$ cat config.mk
export PLATFORM = sky130hd
export DESIGN_NAME = alu_issue_ctrl
export DESIGN_NICKNAME = d
export VERILOG_FILES = /design/src/rtl/alu_issue_ctrl.sv
export SDC_FILE = /design/constraint.sdc
export NUM_CORES = 1
export LEC_CHECK = 0
export BUFFER_PORTS_ARGS = -buffer_cell sky130_fd_sc_hd__buf_2
export CELL_PAD_IN_SITES_DETAIL_PLACEMENT = 0
export CELL_PAD_IN_SITES_GLOBAL_PLACEMENT = 1
export CORE_MARGIN = 2
export CORE_UTILIZATION = 45
export DETAILED_ROUTE_END_ITERATION = 10
export PLACE_DENSITY = 0.87
export SLEW_MARGIN = 10
export SYNTH_ARGS = -nofsm -noshare
export SYNTH_HDL_FRONTEND = slang
export SYNTH_SLANG_ARGS = --single-unit
$ cat constraint.sdc
create_clock -name clk -period 3.9 [get_ports clk]
set_clock_uncertainty 0.1 [all_clocks]
set_input_delay 0.585 -clock clk [delete_from_list [all_inputs] [get_ports clk]]
set_output_delay 0.585 -clock clk [all_outputs]
set_load 0.05 [all_outputs]
$ cat src/rtl/alu_issue_ctrl.sv
// Issue stage for a registered 8-bit ALU: accepts instruction words, reads operands from a 4-entry register file, and writes the ALU result back two cycles later.
// Latency: LOADI/NOP/illegal take 1 cycle; ADD/SUB take 3 cycles accept-to-accept. Backpressure: instr_ready is high only in IDLE.
module alu_issue_ctrl #(
    parameter int DATA_WIDTH = 8,
    parameter int NUM_REGS   = 4
) (
    input  logic                  clk,
    input  logic                  reset,
    input  logic [15:0]           instr,
    input  logic                  instr_valid,
    output logic                  instr_ready,
    output logic [3:0]            alu_opcode,
    output logic [DATA_WIDTH-1:0] alu_a,
    output logic [DATA_WIDTH-1:0] alu_b,
    input  logic [DATA_WIDTH-1:0] alu_result,
    output logic                  wb_valid,
    output logic [1:0]            wb_addr,
    output logic [DATA_WIDTH-1:0] wb_data,
    output logic                  illegal,
    output logic [7:0]            illegal_cnt,
    input  logic [1:0]            dbg_addr,
    output logic [DATA_WIDTH-1:0] dbg_data
);

    localparam logic [3:0] OP_ADD   = 4'b0000;
    localparam logic [3:0] OP_SUB   = 4'b0001;
    localparam logic [3:0] OP_LOADI = 4'b1000;
    localparam logic [3:0] OP_NOP   = 4'b1111;

    typedef enum logic [1:0] {S_IDLE, S_EXEC, S_WB} state_t;

    state_t                r_state;
    state_t                w_state_nxt;
    logic [DATA_WIDTH-1:0] r_regs [0:NUM_REGS-1];
    logic [1:0]            r_rd;
    logic [3:0]            r_alu_opcode;
    logic [DATA_WIDTH-1:0] r_alu_a;
    logic [DATA_WIDTH-1:0] r_alu_b;
    logic                  r_wb_valid;
    logic [1:0]            r_wb_addr;
    logic [DATA_WIDTH-1:0] r_wb_data;
    logic                  r_illegal;
    logic [7:0]            r_illegal_cnt;

    logic       w_accept;
    logic       w_is_alu;
    logic [3:0] w_op;
    logic [1:0] w_rd;
    logic [1:0] w_ra;
    logic [1:0] w_rb;

    assign w_op     = instr[15:12];
    assign w_rd     = instr[11:10];
    assign w_ra     = instr[9:8];
    assign w_rb     = instr[7:6];
    assign w_accept = instr_valid && (r_state == S_IDLE);
    assign w_is_alu = (w_op == OP_ADD) || (w_op == OP_SUB);

    always_ff @(posedge clk) begin
        if (reset) begin
            r_state <= S_IDLE;
        end else begin
            r_state <= w_state_nxt;
        end
    end

    always_comb begin
        w_state_nxt = r_state;
        case (r_state)
            S_IDLE:  if (w_accept && w_is_alu) w_state_nxt = S_EXEC;
            S_EXEC:  w_state_nxt = S_WB;
            S_WB:    w_state_nxt = S_IDLE;
            default: w_state_nxt = S_IDLE;
        endcase
    end

    always_ff @(posedge clk) begin
        if (reset) begin
            for (int i = 0; i < NUM_REGS; i++) r_regs[i] <= '0;
            r_rd          <= '0;
            r_alu_opcode  <= OP_NOP;
            r_alu_a       <= '0;
            r_alu_b       <= '0;
            r_wb_valid    <= 1'b0;
            r_wb_addr     <= '0;
            r_wb_data     <= '0;
            r_illegal     <= 1'b0;
            r_illegal_cnt <= '0;
        end else begin
            r_wb_valid <= 1'b0;
            r_illegal  <= 1'b0;
            if (r_state == S_IDLE && w_accept) begin
                case (w_op)
                    OP_ADD, OP_SUB: begin
                        r_alu_opcode <= w_op;
                        r_alu_a      <= r_regs[w_ra];
                        r_alu_b      <= r_regs[w_rb];
                        r_rd         <= w_rd;
                    end
                    OP_LOADI: begin
                        r_regs[w_rd] <= DATA_WIDTH'(instr[7:0]);
                        r_wb_valid   <= 1'b1;
                        r_wb_addr    <= w_rd;
                        r_wb_data    <= DATA_WIDTH'(instr[7:0]);
                    end
                    OP_NOP: ;
                    default: begin
                        r_illegal <= 1'b1;
                        if (r_illegal_cnt != 8'hFF) r_illegal_cnt <= r_illegal_cnt + 8'd1;
                    end
                endcase
            end else if (r_state == S_WB) begin
                // Park the opcode at NOP so the ALU does not treat the held op as a new one.
                r_regs[r_rd] <= alu_result;
                r_wb_valid   <= 1'b1;
                r_wb_addr    <= r_rd;
                r_wb_data    <= alu_result;
                r_alu_opcode <= OP_NOP;
            end
        end
    end

    assign instr_ready = (r_state == S_IDLE);
    assign alu_opcode  = r_alu_opcode;
    assign alu_a       = r_alu_a;
    assign alu_b       = r_alu_b;
    assign wb_valid    = r_wb_valid;
    assign wb_addr     = r_wb_addr;
    assign wb_data     = r_wb_data;
    assign illegal     = r_illegal;
    assign illegal_cnt = r_illegal_cnt;
    assign dbg_data    = r_regs[dbg_addr];

endmodule

-- Word level (Yosys, flattened, before mapping)
Memory sizes are Yosys's and may differ from the RTL's. A register that Yosys moved wholly into a read port is not among the register bits.
Index checks and enable logic that the tools add are counted.
Widths: inputs -> output; s select.
- output and inout bits: 49
- memory bits (writable): 32
- register bits: 28
- input port bits: 29
- word-level logic and storage cells: 66
- memories kept: 1
- memory list (name ; depth ; bits a word ; rd ports ; clocked after Yosys merged registers in ; write ports ; line ; RTL):
    r_regs ; 4 ; 8 ; 3 ; 2 ; 4 ; 34 ; logic [DATA_WIDTH-1:0] r_regs [0:NUM_REGS-1];
- add/sub/neg operators: 1
- reduce and logical (&&, ||, !) cells: 16
- bitwise operators: 2
- eq/ne operators: 9
- multiplexer cells: 29
- operators by type and width (operator ; number):
    $mux 8 ; 5
    $reduce_or 8->1 ; 2
    $mux 1 ; 14
    $mux 2 ; 6
    $mux 4 ; 3
    $add 8x1->8 const B ; 1
    $eq 4x4->1 const B ; 2
    $ne 8x8->1 const B ; 1
    $ne 2x1->1 const B ; 3
    $reduce_and 2->1 ; 3
    $eq 4x1->1 const B ; 1
    $logic_not 4->1 ; 1
    $pmux 2 s2 ; 1
    $reduce_or 2->1 ; 2
    $reduce_or 4->1 ; 1
    $logic_and 1x1->1 ; 3
    $reduce_and 3->1 ; 1
    $eq 2x1->1 const B ; 1
    $eq 2x2->1 const B ; 1
    $logic_not 2->1 ; 1
    $not 1->1 ; 2
    $reduce_bool 2->1 ; 1
    $logic_or 1x1->1 ; 1

-- Depth between registers and ports, before layout
Gate-level depths: netlist of the first run.
- depth after elaboration: 9
- mapped depth: 6
- mapped depth without buffers: 5

-- Worst setup path before layout of the first run
Ideal clock, no wire load.
- kind: input port to output port
- start point: input dbg_addr[0]
- end point: output dbg_data[0]
- arrival time: 1.729 ns
- stages: 2
- setup slack: 1.486 ns
- path buffers: 1
- cell sequence: clkbuf_1 > mux4_2
- word-level cells in the longest chain between the ends: 1
- ends and longest elaborated chain (element ; line ; RTL):
    start, declared ; 21 ; input logic [1:0] dbg_addr,
    $mem_v2 4x8 ; -- ;
    end, declared ; 22 ; output logic [DATA_WIDTH-1:0] dbg_data
No other way between the ends.

-- Worst setup path in the final report of the first run
Same ends and word-level chain as after synthesis.

==> flow_metrics.tcl, run 1 <==
set metrics [dict create \
    run_status "finished, final reports clean" \
    yosysWarningCount 0 \
    cts_hold_repair.buffers 0 \
    most_frequent_cell_after_synthesis "nand2_1" \
    groute.usage.overall_pct 20.64 \
    synthDistinctLibCells 43 \
    rsz_0062_raised_after_global_routing "no" \
    post_layout_minimum_cycle_time_ps 2348 \
    routed_wirelength_um 8499 \
    insertedDiodeCount 0 \
    die-area_sq_um 8495 \
    holdCritPathClass "flop to flop" \
    grt_pass1_vias 2606 \
    drive_gt1_share_pct 33.67 \
    worst-slew-pin-transition_ps 845.4 \
    ioPinCount 78 \
    setup_violations 0 \
    grt_start_max_net_pins 51 \
    cts_inserted_buffers 9 \
    seq_power_share_pct 51.9 \
    deepest_clock_path_buffer_count 2 \
    drt.antenna.violating_nets 0 \
    critPathArrivalTime_ps 1660 \
    die_h_um 92.17 \
    combinationalPowerShare_pct 11.4 \
    dieWidth_um 92.17 \
    synthesis.nets 348 \
    synth_area_leader_cell "edfxtp_1" \
    drv.max_cap_violation_count 0 \
    synthCells 318 \
    synth_top_flop_cell "dfxtp_1" \
    cts_tree "done" \
    globalRouteOverflowTotal 0 \
    post-route-worst-setup-slack_ps 1552 \
    critical_path_class "input port to primary output" \
    clock_power_share_pct 36.7 \
    synth.yosys.seq_area_share_pct 52.65 \
    place_hpwl_um 6201 \
    number_of_hold_violations_in_the_final_report 0 \
    netlist.area_leader.share_pct 27.47 \
    slew_headroom_pct 43.64 \
    num_rows 32 \
    antenna_found_initial 0 \
    swShare_pct 25.60 \
    ir_worst_vdd_uv 201.3 \
    synthTopCellsByArea "edfxtp_1, dfxtp_1, mux4_2, nand2_1, a21oi_1" \
    async_reset_ff_share_pct 0 \
    grt_first_pass_wirelength_um 13300 \
    numClockSinks 76 \
    num_vias 2755 \
    setup_ws_pre_cts_ps 1401 \
    critPathMaxFanout 8 \
    cts.root.buffer_cell "clkbuf_8" \
    avgViaCountPerCell 5.543 \
    timing.critical_path.from_type "input port" \
    cts.repair_timing.setup_buffer_count 0 \
    timing.setup.tns_ps 0 \
    power.switching_mw 0.4244 \
    detail_routed_net_length_per_standard_cell_um 17.10 \
    area_growth_syn_to_layout_pct 19.28 \
    timing.rr.start "r_state[1]" \
    clkLatencyLatePin_ps 350 \
    place.gp.congestion 0.7972 \
    cell_internal_pwr_mw 1.234 \
    power-per-cell-area_nw_per_um2 397.3 \
    leakage_nw 1.666 \
    design.final.nets 420 \
    first_pass_iters 4 \
    initialDrtViolationCount 151 \
    route.detailed.drc 0 \
    worst_hold_path.num_cells 2 \
    cts.reportedPaths.clkPinSlew_ps 80 \
    report.final.slew_viol_count 0 \
    timing.critical_path.required_ps 3210 \
    synth_common_cells "nand2_1, dfxtp_1, edfxtp_1, nor2_1, a21oi_1" \
    reg2regPathDepth 5 \
    hold_end "alu_a[0]" \
    rr_endpoint "r_regs[2][4]" \
    flip_flop_and_latch_count_after_synthesis 76 \
    syn_area_sq_um 3498 \
    final_core_util_pct 54.56 \
    synth.avg_cell_area_sq_um 11.00 \
    design.core.area_sq_um 7647 \
    hold_path.startpoint "alu_a[0]" \
    p_total_mw 1.658 \
    synth_enable_flop_cells 32 \
    port_buffers 77 \
    cp-end-kind "primary output" \
    fin_crit_sh_pct 60.22 \
    post_cts_resized 0 \
    timing.reg2reg.setup_slack_ps 1660 \
    max_freq_mhz 425.8 \
    initial_core_utilization_pct 45.75 \
    h-tree-depth 3 \
]
[critical path, stage by stage]
cell and delay (ps):
buf_2 270, mux4_2 570, buf_2 230
[worst max path at each step]
| stage | startpoint | to | slack, ps |
|---|---|---|---|
| finish | dbg_addr[0] | dbg_data[0] | 1550 |
| detailed placement | instr[12] | r_regs[2][5] | 1400 |
| global placement | instr[12] | r_regs[2][5] | 1440 |
| global route | dbg_addr[0] | dbg_data[3] | 1500 |
| floorplan | dbg_addr[0] | dbg_data[0] | 1490 |
| CTS | dbg_addr[0] | dbg_data[0] | 1530 |
[power by group through the flow]
stage          Sequential (mW)  Combinational, mW  Clock (mW)
4_1_cts                  0.860              0.190       0.616
3_3_place_gp             0.877              0.186           0
2_1_floorplan            0.902              0.108           0
5_1_grt                  0.863              0.201       0.645
6_report                 0.860              0.189       0.609
3_5_place_dp             0.878              0.189           0
[area by class of cell]
cell class	instances	area [sq um]
clock buffer	14	193.9
timing repair buffer	83	430.4
fill	653	3475
clock inverter	2	12.51
tap	102	127.6
multi-input combinational	206	1514
sequential	76	1842
inverter	14	52.55
[sequential cells by signal, summed over array words and instances, names as in the netlist]
| register | flops |
|---|---|
| alu_b | 8 |
| illegal_cnt | 8 |
| r_rd | 2 |
| wb_data | 8 |
| wb_valid | 1 |
| alu_a | 8 |
| illegal | 1 |
| wb_addr | 2 |
| r_regs | 32 |
| alu_opcode | 4 |
| r_state | 2 |
[metal layers]
metal | wire length (um) | up-vias | GRT usage, %
met5 | 0 | - | 0
met4 | 112 | 0 | 7.463
met3 | 519 | 11 | 5.094
met2 | 3976 | 101 | 32.35
met1 | 3890 | 1334 | 28.04
li1 | - | 1309 | -
[placed cells by master (no fill, tap or decap), drive strengths merged, types with 3 or more instances in the layout]
cell    instances
o21ai           5
nand2          55
buf            83
edfxtp         32
a211o           4
inv            14
nand4           3
mux4           24
clkbuf         14
or2             9
nor3b           3
nor2           32
dfxtp          44
a32oi           9
a21oi          31
[cells by family after synthesis]
kind of cell             count (synthesis)  share of synthesized area (%)
AND/OR/NAND/NOR                        119                          15.63
flip-flops                              76                          52.65
AO/OA/AOI/OAI                           60                          11.05
buffers and inverters                   36                          4.256
multiplexers                            26                          16.06
adder cells (fa/ha/maj)                  1                         0.3576
[through the flow]
step	cells	hold WS [ps]	cell area (sq um)
2_1_floorplan	318	336.8	3498
3_3_place_gp	481	343.5	3966
3_5_place_dp	481	345.1	3966
4_1_cts	497	356.7	4173
5_1_grt	497	374.4	4173
6_report	497	352.5	4173
(Power assumes the default switching activity.)
==> inputs of run 2 (changes only) <==
--- a/config.mk
+++ b/config.mk
@@ -5,13 +5,14 @@
 export SDC_FILE = /design/constraint.sdc
 export NUM_CORES = 1
 export LEC_CHECK = 0
+export ABC_AREA = 1
 export BUFFER_PORTS_ARGS = -buffer_cell sky130_fd_sc_hd__buf_2
 export CELL_PAD_IN_SITES_DETAIL_PLACEMENT = 0
 export CELL_PAD_IN_SITES_GLOBAL_PLACEMENT = 1
 export CORE_MARGIN = 2
-export CORE_UTILIZATION = 45
+export CORE_UTILIZATION = 40
 export DETAILED_ROUTE_END_ITERATION = 10
-export PLACE_DENSITY = 0.87
+export PLACE_DENSITY = 0.82
 export SLEW_MARGIN = 10
 export SYNTH_ARGS = -nofsm -noshare
 export SYNTH_HDL_FRONTEND = slang
==> constraint.sdc (replaced) <==
create_clock -name clk -period 2.4 [get_ports clk]
set_clock_uncertainty 0.1 [all_clocks]
set_input_delay 0.36 -clock clk [delete_from_list [all_inputs] [get_ports clk]]
set_output_delay 0.36 -clock clk [all_outputs]
set_load 0.05 [all_outputs]
==> flow_metrics.tcl, run 2 <==
set metrics [dict create \
    layout.cell_area.non_filler_sq_um 4578 \
    place_hpwl_um 7111 \
    die-area_sq_um 10470 \
    grt_start_max_net_pins 34 \
    routed_wirelength_um 9335 \
    grt_first_pass_wirelength_um 15170 \
    cp-end-kind "primary output" \
    setup_violations 0 \
    most-common-layout-cells "nand2_1, buf_2, inv_1" \
    cts_hold_repair.buffers 0 \
    design.final.nets 579 \
    setup_ws_pre_cts_ps 391.5 \
    slew_headroom_pct 63.19 \
    ir_worst_vdd_uv 298.0 \
    drt.antenna.violating_nets 0 \
    largest_register_ffs 32 \
    synth_common_cells "nand2_1, inv_1, nor2_1" \
    grt_pass1_vias 3062 \
    dpl-instance-area_sq_um 4363 \
    port_buffers 77 \
    clock_power_share_pct 37.2 \
    dr_wl_met3_um 528 \
    place.gp.congestion 0.8265 \
    post_layout_minimum_cycle_time_ps 1965 \
    antenna_found_initial 0 \
    critical_path_class "input port to primary output" \
    timing.critical_path.from_type "input port" \
    avgViaCountPerCell 4.880 \
    detail_routed_net_length_per_standard_cell_um 13.67 \
    synthCells 477 \
    layoutNonFillerInstCount 683 \
    cts.reportedPaths.clkPinSlew_ps 90 \
    routed_length_on_met2_um 4158 \
    most_frequent_standard_cell_in_the_layout_excluding_fill_and_tap_cells "nand2_1" \
    top_register "r_regs" \
    cts.repair_timing.setup_buffer_count 0 \
    groute.usage.overall_pct 18.80 \
    cts_tree "done" \
    first_pass_iters 4 \
    synthTopCellsByArea "edfxtp_1, dfxtp_1, nand2_1, a21oi_1, o21ai_0" \
    hold-worst-slack_ps 165.1 \
    critPathArrivalTime_ps 1500 \
    critPathMaxFanout 23 \
    report.final.slew_viol_count 0 \
    power-per-cell-area_nw_per_um2 629.9 \
    worst-slew-pin-transition_ps 551.5 \
    ioPinCount 78 \
    max_freq_mhz 508.9 \
    async_reset_ff_share_pct 0 \
    cell_internal_pwr_mw 2.002 \
    swShare_pct 30.57 \
    power.switching_mw 0.8816 \
    netlist.area_leader.share_pct 24.85 \
    globalRouteOverflowTotal 0 \
    cts_inserted_buffers 9 \
    h-tree-depth 3 \
    detail_route.wirelength.met1_um 4487 \
    dieWidth_um 102.3 \
    insertedDiodeCount 0 \
    yosysWarningCount 0 \
    numClockSinks 76 \
    most_frequent_cell_after_synthesis "nand2_1" \
    route.detailed.drc 0 \
    p_total_mw 2.884 \
    synth_enable_flop_cells 32 \
    synth.yosys.seq_area_share_pct 47.62 \
    numPlacedInstances 667 \
    flip_flop_and_latch_count_after_synthesis 76 \
    drive_gt1_share_pct 23.65 \
    maxUsedRoutingLayer "met4" \
    number_of_hold_violations_in_the_final_report 0 \
    post-route-worst-setup-slack_ps 435.0 \
    cts.root.buffer_cell "clkbuf_8" \
    synth_area_leader_cell "edfxtp_1" \
    synth_top_flop_cell "dfxtp_1" \
    syn_area_sq_um 3867 \
    seq_power_share_pct 49.2 \
    die_h_um 102.3 \
    combinationalPowerShare_pct 13.6 \
    synthesis.nets 507 \
    run_status "finished, final reports clean" \
    timing.setup.tns_ps 0 \
    synthDistinctLibCells 33 \
    num_vias 3333 \
    fin_crit_sh_pct 81.87 \
    area_growth_syn_to_layout_pct 18.38 \
    holdCritPathClass "input port to flop" \
    synth.avg_cell_area_sq_um 8.108 \
    final_core_util_pct 49.08 \
    num_rows 35 \
    design.core.area_sq_um 9328 \
    clkLatencyLatePin_ps 360 \
    leakage_nw 2.107 \
    initialDrtViolationCount 127 \
    timing.critical_path.required_ps 1940 \
    drv.max_cap_violation_count 0 \
    rsz_0062_raised_after_global_routing "no" \
    post_cts_resized 0 \
    deepest_clock_path_buffer_count 2 \
    initial_core_utilization_pct 41.46 \
]
run 2: changes by cell type after synthesis, moves of 7 or more:
cell      previous run  this run
inv_1               13        53
nand2_1             55        91
mux4_2              24         0
nor2_1              32        49
nand3_1              2        20
a32oi_1              9         0
o21ai_0              5        46
a31oi_1              1        15
a21oi_4              0         7
o211ai_1             0        16
a21oi_1             31        47
run 2: cell families (layout without fill, tap and decap cells):
kind of cell / after synthesis / count (layout) / share of synthesized area (%)
AO/OA/AOI/OAI: 134 / 134 / 21.06
flip-flops: 76 / 76 / 47.62
XOR/XNOR: 3 / 3 / 0.6795
adder cells (fa/ha/maj): 1 / 1 / 0.3235
buffers and inverters: 81 / 158 / 8.444
AND/OR/NAND/NOR: 182 / 182 / 21.87
run 2: power groups by stage:
| stage | Clock [mW] | Combinational, mW | Sequential [mW] |
|---|---|---|---|
| after floorplan | 0 | 0.220 | 1.51 |
| after global placement | 0 | 0.391 | 1.45 |
| after detailed placement | 0 | 0.394 | 1.45 |
| after CTS | 1.09 | 0.395 | 1.42 |
| after global routing | 1.14 | 0.432 | 1.42 |
| final | 1.07 | 0.393 | 1.42 |
run 2: final cells by class:
cell class / count / area [sq um]
clock buffers: 9 / 123.9
fillers: 892 / 4750
repair buffers: 84 / 437.9
inverters: 58 / 222.7
multi-input cells: 320 / 1699
clock inverters: 7 / 91.34
well taps: 129 / 161.4
flip-flops and latches: 76 / 1842
run 2: worst paths after layout:
kind	startpoint	endpoint	slack, ps	depth (start not counted)
max	dbg_addr[0]	dbg_data[0]	440	6
min	instr[10]	r_rd[0]	170	3
max reg2reg	r_state[1]	r_regs[0][7]	440	7
min reg2reg	alu_opcode[2]	alu_opcode[2]	350	2
run 2: routing by layer:
metal	vias up	GRT usage (%)
li1	1738	-
met1	1484	26.27
met4	0	6.974
met3	15	3.830
met5	-	0
met2	96	28.95
run 2: critical path: stages:
cell,delay (ps)
buf_2,100
inv_1,410
o21ai_0,140
a21oi_1,210
a21oi_1,60
buf_2,210
==> inputs of run 3 (changes only) <==
--- a/config.mk
+++ b/config.mk
@@ -10,9 +10,9 @@
 export CELL_PAD_IN_SITES_DETAIL_PLACEMENT = 0
 export CELL_PAD_IN_SITES_GLOBAL_PLACEMENT = 1
 export CORE_MARGIN = 2
-export CORE_UTILIZATION = 40
+export CORE_UTILIZATION = 36
 export DETAILED_ROUTE_END_ITERATION = 10
-export PLACE_DENSITY = 0.82
+export PLACE_DENSITY = 0.78
 export SLEW_MARGIN = 10
 export SYNTH_ARGS = -nofsm -noshare
 export SYNTH_HDL_FRONTEND = slang
==> constraint.sdc (replaced) <==
create_clock -name clk -period 1.8 [get_ports clk]
set_clock_uncertainty 0.1 [all_clocks]
set_input_delay 0.27 -clock clk [delete_from_list [all_inputs] [get_ports clk]]
set_output_delay 0.27 -clock clk [all_outputs]
set_load 0.05 [all_outputs]
==> flow_metrics.tcl, run 3 (synthesis gave the netlist of run 2 again) <==
set metrics [dict create \
    run_status "finished, final reports clean" \
    groute.usage.overall_pct 17.29 \
    grt_first_pass_wirelength_um 15710 \
    num_rows 37 \
    critPathMaxFanout 3 \
    drive_gt1_share_pct 28.11 \
    most-common-layout-cells "nand2_1, buf_2, inv_1" \
    clkLatencyLatePin_ps 340 \
    numClockSinks 76 \
    place.gp.congestion 0.8160 \
    ir_worst_vdd_uv 332.7 \
    path_depth 5 \
    area_growth_syn_to_layout_pct 25.04 \
    timing.reg2reg.setup_slack_ps 130 \
    drt.antenna.violating_nets 0 \
    grt_pass1_vias 3064 \
    design.core.area_sq_um 10370 \
    largest_register_ffs 32 \
    cts_inserted_buffers 9 \
    dieWidth_um 107.7 \
    cp-end-kind "primary output" \
    drv.max_cap_violation_count 0 \
    first_pass_iters 4 \
    numPlacedInstances 681 \
    cts_tree "done" \
    antenna_found_initial 0 \
    footprint_of_the_flip_flops_and_latches_sq_um 1847 \
    timing.setup.tns_ps 0 \
    timing.rr.start "r_state[0]" \
    cp_slowest_stage_delay_ps 400 \
    cts_hold_repair.buffers 0 \
    timing.critical_path.cells "inv_1, o21ai_0, a21oi_1, a21oi_2, buf_4" \
    routed_wirelength_um 9450 \
    rsz_0062_raised_after_global_routing "no" \
    timing.critical_path.required_ps 1430 \
    area_used_by_multi_input_combinational_logic_sq_um 1783 \
    die_h_um 107.7 \
    layoutNonFillerInstCount 698 \
    slew_headroom_pct 62.35 \
    deepest_clock_path_buffer_count 2 \
    clock_power_share_pct 39.8 \
    rr_endpoint "r_regs[2][7]" \
    worstPathBufferInverterCount 2 \
    critical_path.startpoint "r_regs[1][0]" \
    holdCritPathClass "input port to flop" \
    power.switching_mw 1.072 \
    timing.critical_path.slowest_stage_cell "edfxtp_1" \
    final.fill_count 1015 \
    design.final.nets 587 \
    insertedDiodeCount 0 \
    critical_path_class "flop to primary output" \
    critPathArrivalTime_ps 1350 \
    cell_internal_pwr_mw 3.025 \
    p_total_mw 4.097 \
    route.detailed.drc 0 \
    post-route-worst-setup-slack_ps 77.83 \
    max_freq_mhz 580.7 \
    avgViaCountPerCell 4.864 \
    leakage_nw 2.189 \
    initialDrtViolationCount 162 \
    most_frequent_standard_cell_in_the_layout_excluding_fill_and_tap_cells "nand2_1" \
    setup_violations 0 \
    swShare_pct 26.15 \
    seq_power_share_pct 46.2 \
    post_layout_minimum_cycle_time_ps 1722 \
    initial_core_utilization_pct 37.29 \
    fin_crit_sh_pct 95.68 \
    cts.root.buffer_cell "clkbuf_8" \
    report.final.slew_viol_count 0 \
    worst_setup_path_endpoint "dbg_data[0]" \
    place_hpwl_um 7247 \
    power-per-cell-area_nw_per_um2 847.2 \
    globalRouteOverflowTotal 0 \
    worst-slew-pin-transition_ps 564.8 \
    cpLargestDelayFamily "flip-flops" \
    cts.reportedPaths.clkPinSlew_ps 80 \
    number_of_hold_violations_in_the_final_report 0 \
    combinationalPowerShare_pct 14.0 \
    top_register "r_regs" \
    grt_start_max_net_pins 34 \
    port_buffers 77 \
    num_vias 3395 \
    setup_ws_pre_cts_ps 5.119 \
    ioPinCount 78 \
    h-tree-depth 3 \
    reg2regPathDepth 8 \
    timing.critical_path.from_type "flop" \
    detail_routed_net_length_per_standard_cell_um 13.54 \
    die-area_sq_um 11590 \
]
==> run 3: per-layer routing <==
layer,wire [um],up-vias,track usage (%)
met3,533,6,3.935
met5,0,-,0
met4,66,0,4.487
met2,4068,92,24.84
li1,-,1756,-
met1,4782,1541,26.00
==> run 3: how the worst min path moves through the flow <==
stage / end / startpoint / cells after the start / slack (ps)
3_5_place_dp: alu_opcode[2] / alu_opcode[2] / 2 / 340
3_3_place_gp: alu_opcode[3] / alu_opcode[3] / 2 / 330
5_1_grt: r_rd[0] / reset / 2 / 80
6_report: r_rd[0] / reset / 2 / 90
2_1_floorplan: illegal / reset / 1 / 250
4_1_cts: r_rd[0] / reset / 2 / 70
==> run 3: what timing repair did <==
item,4_1_cts,5_1_grt
endpoints found under the setup margin,0,29
endpoints found under the hold margin,0,0
buffers inserted,0,1
resized for setup,0,22
==> run 3: layout make-up <==
type	count	area share (%)
flip-flops and latches	76	38.19
multi-input cells	320	36.87
repair buffers	92	11.59
inverters	58	4.657
well taps	136	3.519
clock buffers	12	3.234
clock inverters	4	1.940
==> run 3: worst reg2reg max path: cells and delay by family, from the launching register on <==
family | cells | cell delay (ps)
buffers and inverters | 2 | 120
and+or+nand+nor | 6 | 840
DFF | 1 | 340
==> run 3: metrics by stage <==
stage	hold WS, ps	area, sq um	utilization (%)
final	93.23	4836	46.63
after global routing	79.99	4836	46.63
after CTS	73.67	4788	46.18
after detailed placement	336.2	4538	43.76
after global placement	329.2	4538	43.76
after floorplan	249.3	3948	-
==> run 3: power by group through the flow <==
stage / Clock [mW] / Sequential (mW) / Combinational [mW]
final: 1.63 / 1.89 / 0.576
after floorplan: 0 / 2.01 / 0.313
after detailed placement: 0 / 1.93 / 0.562
after global routing: 1.75 / 1.90 / 0.626
after CTS: 1.66 / 1.89 / 0.563
after global placement: 0 / 1.93 / 0.555
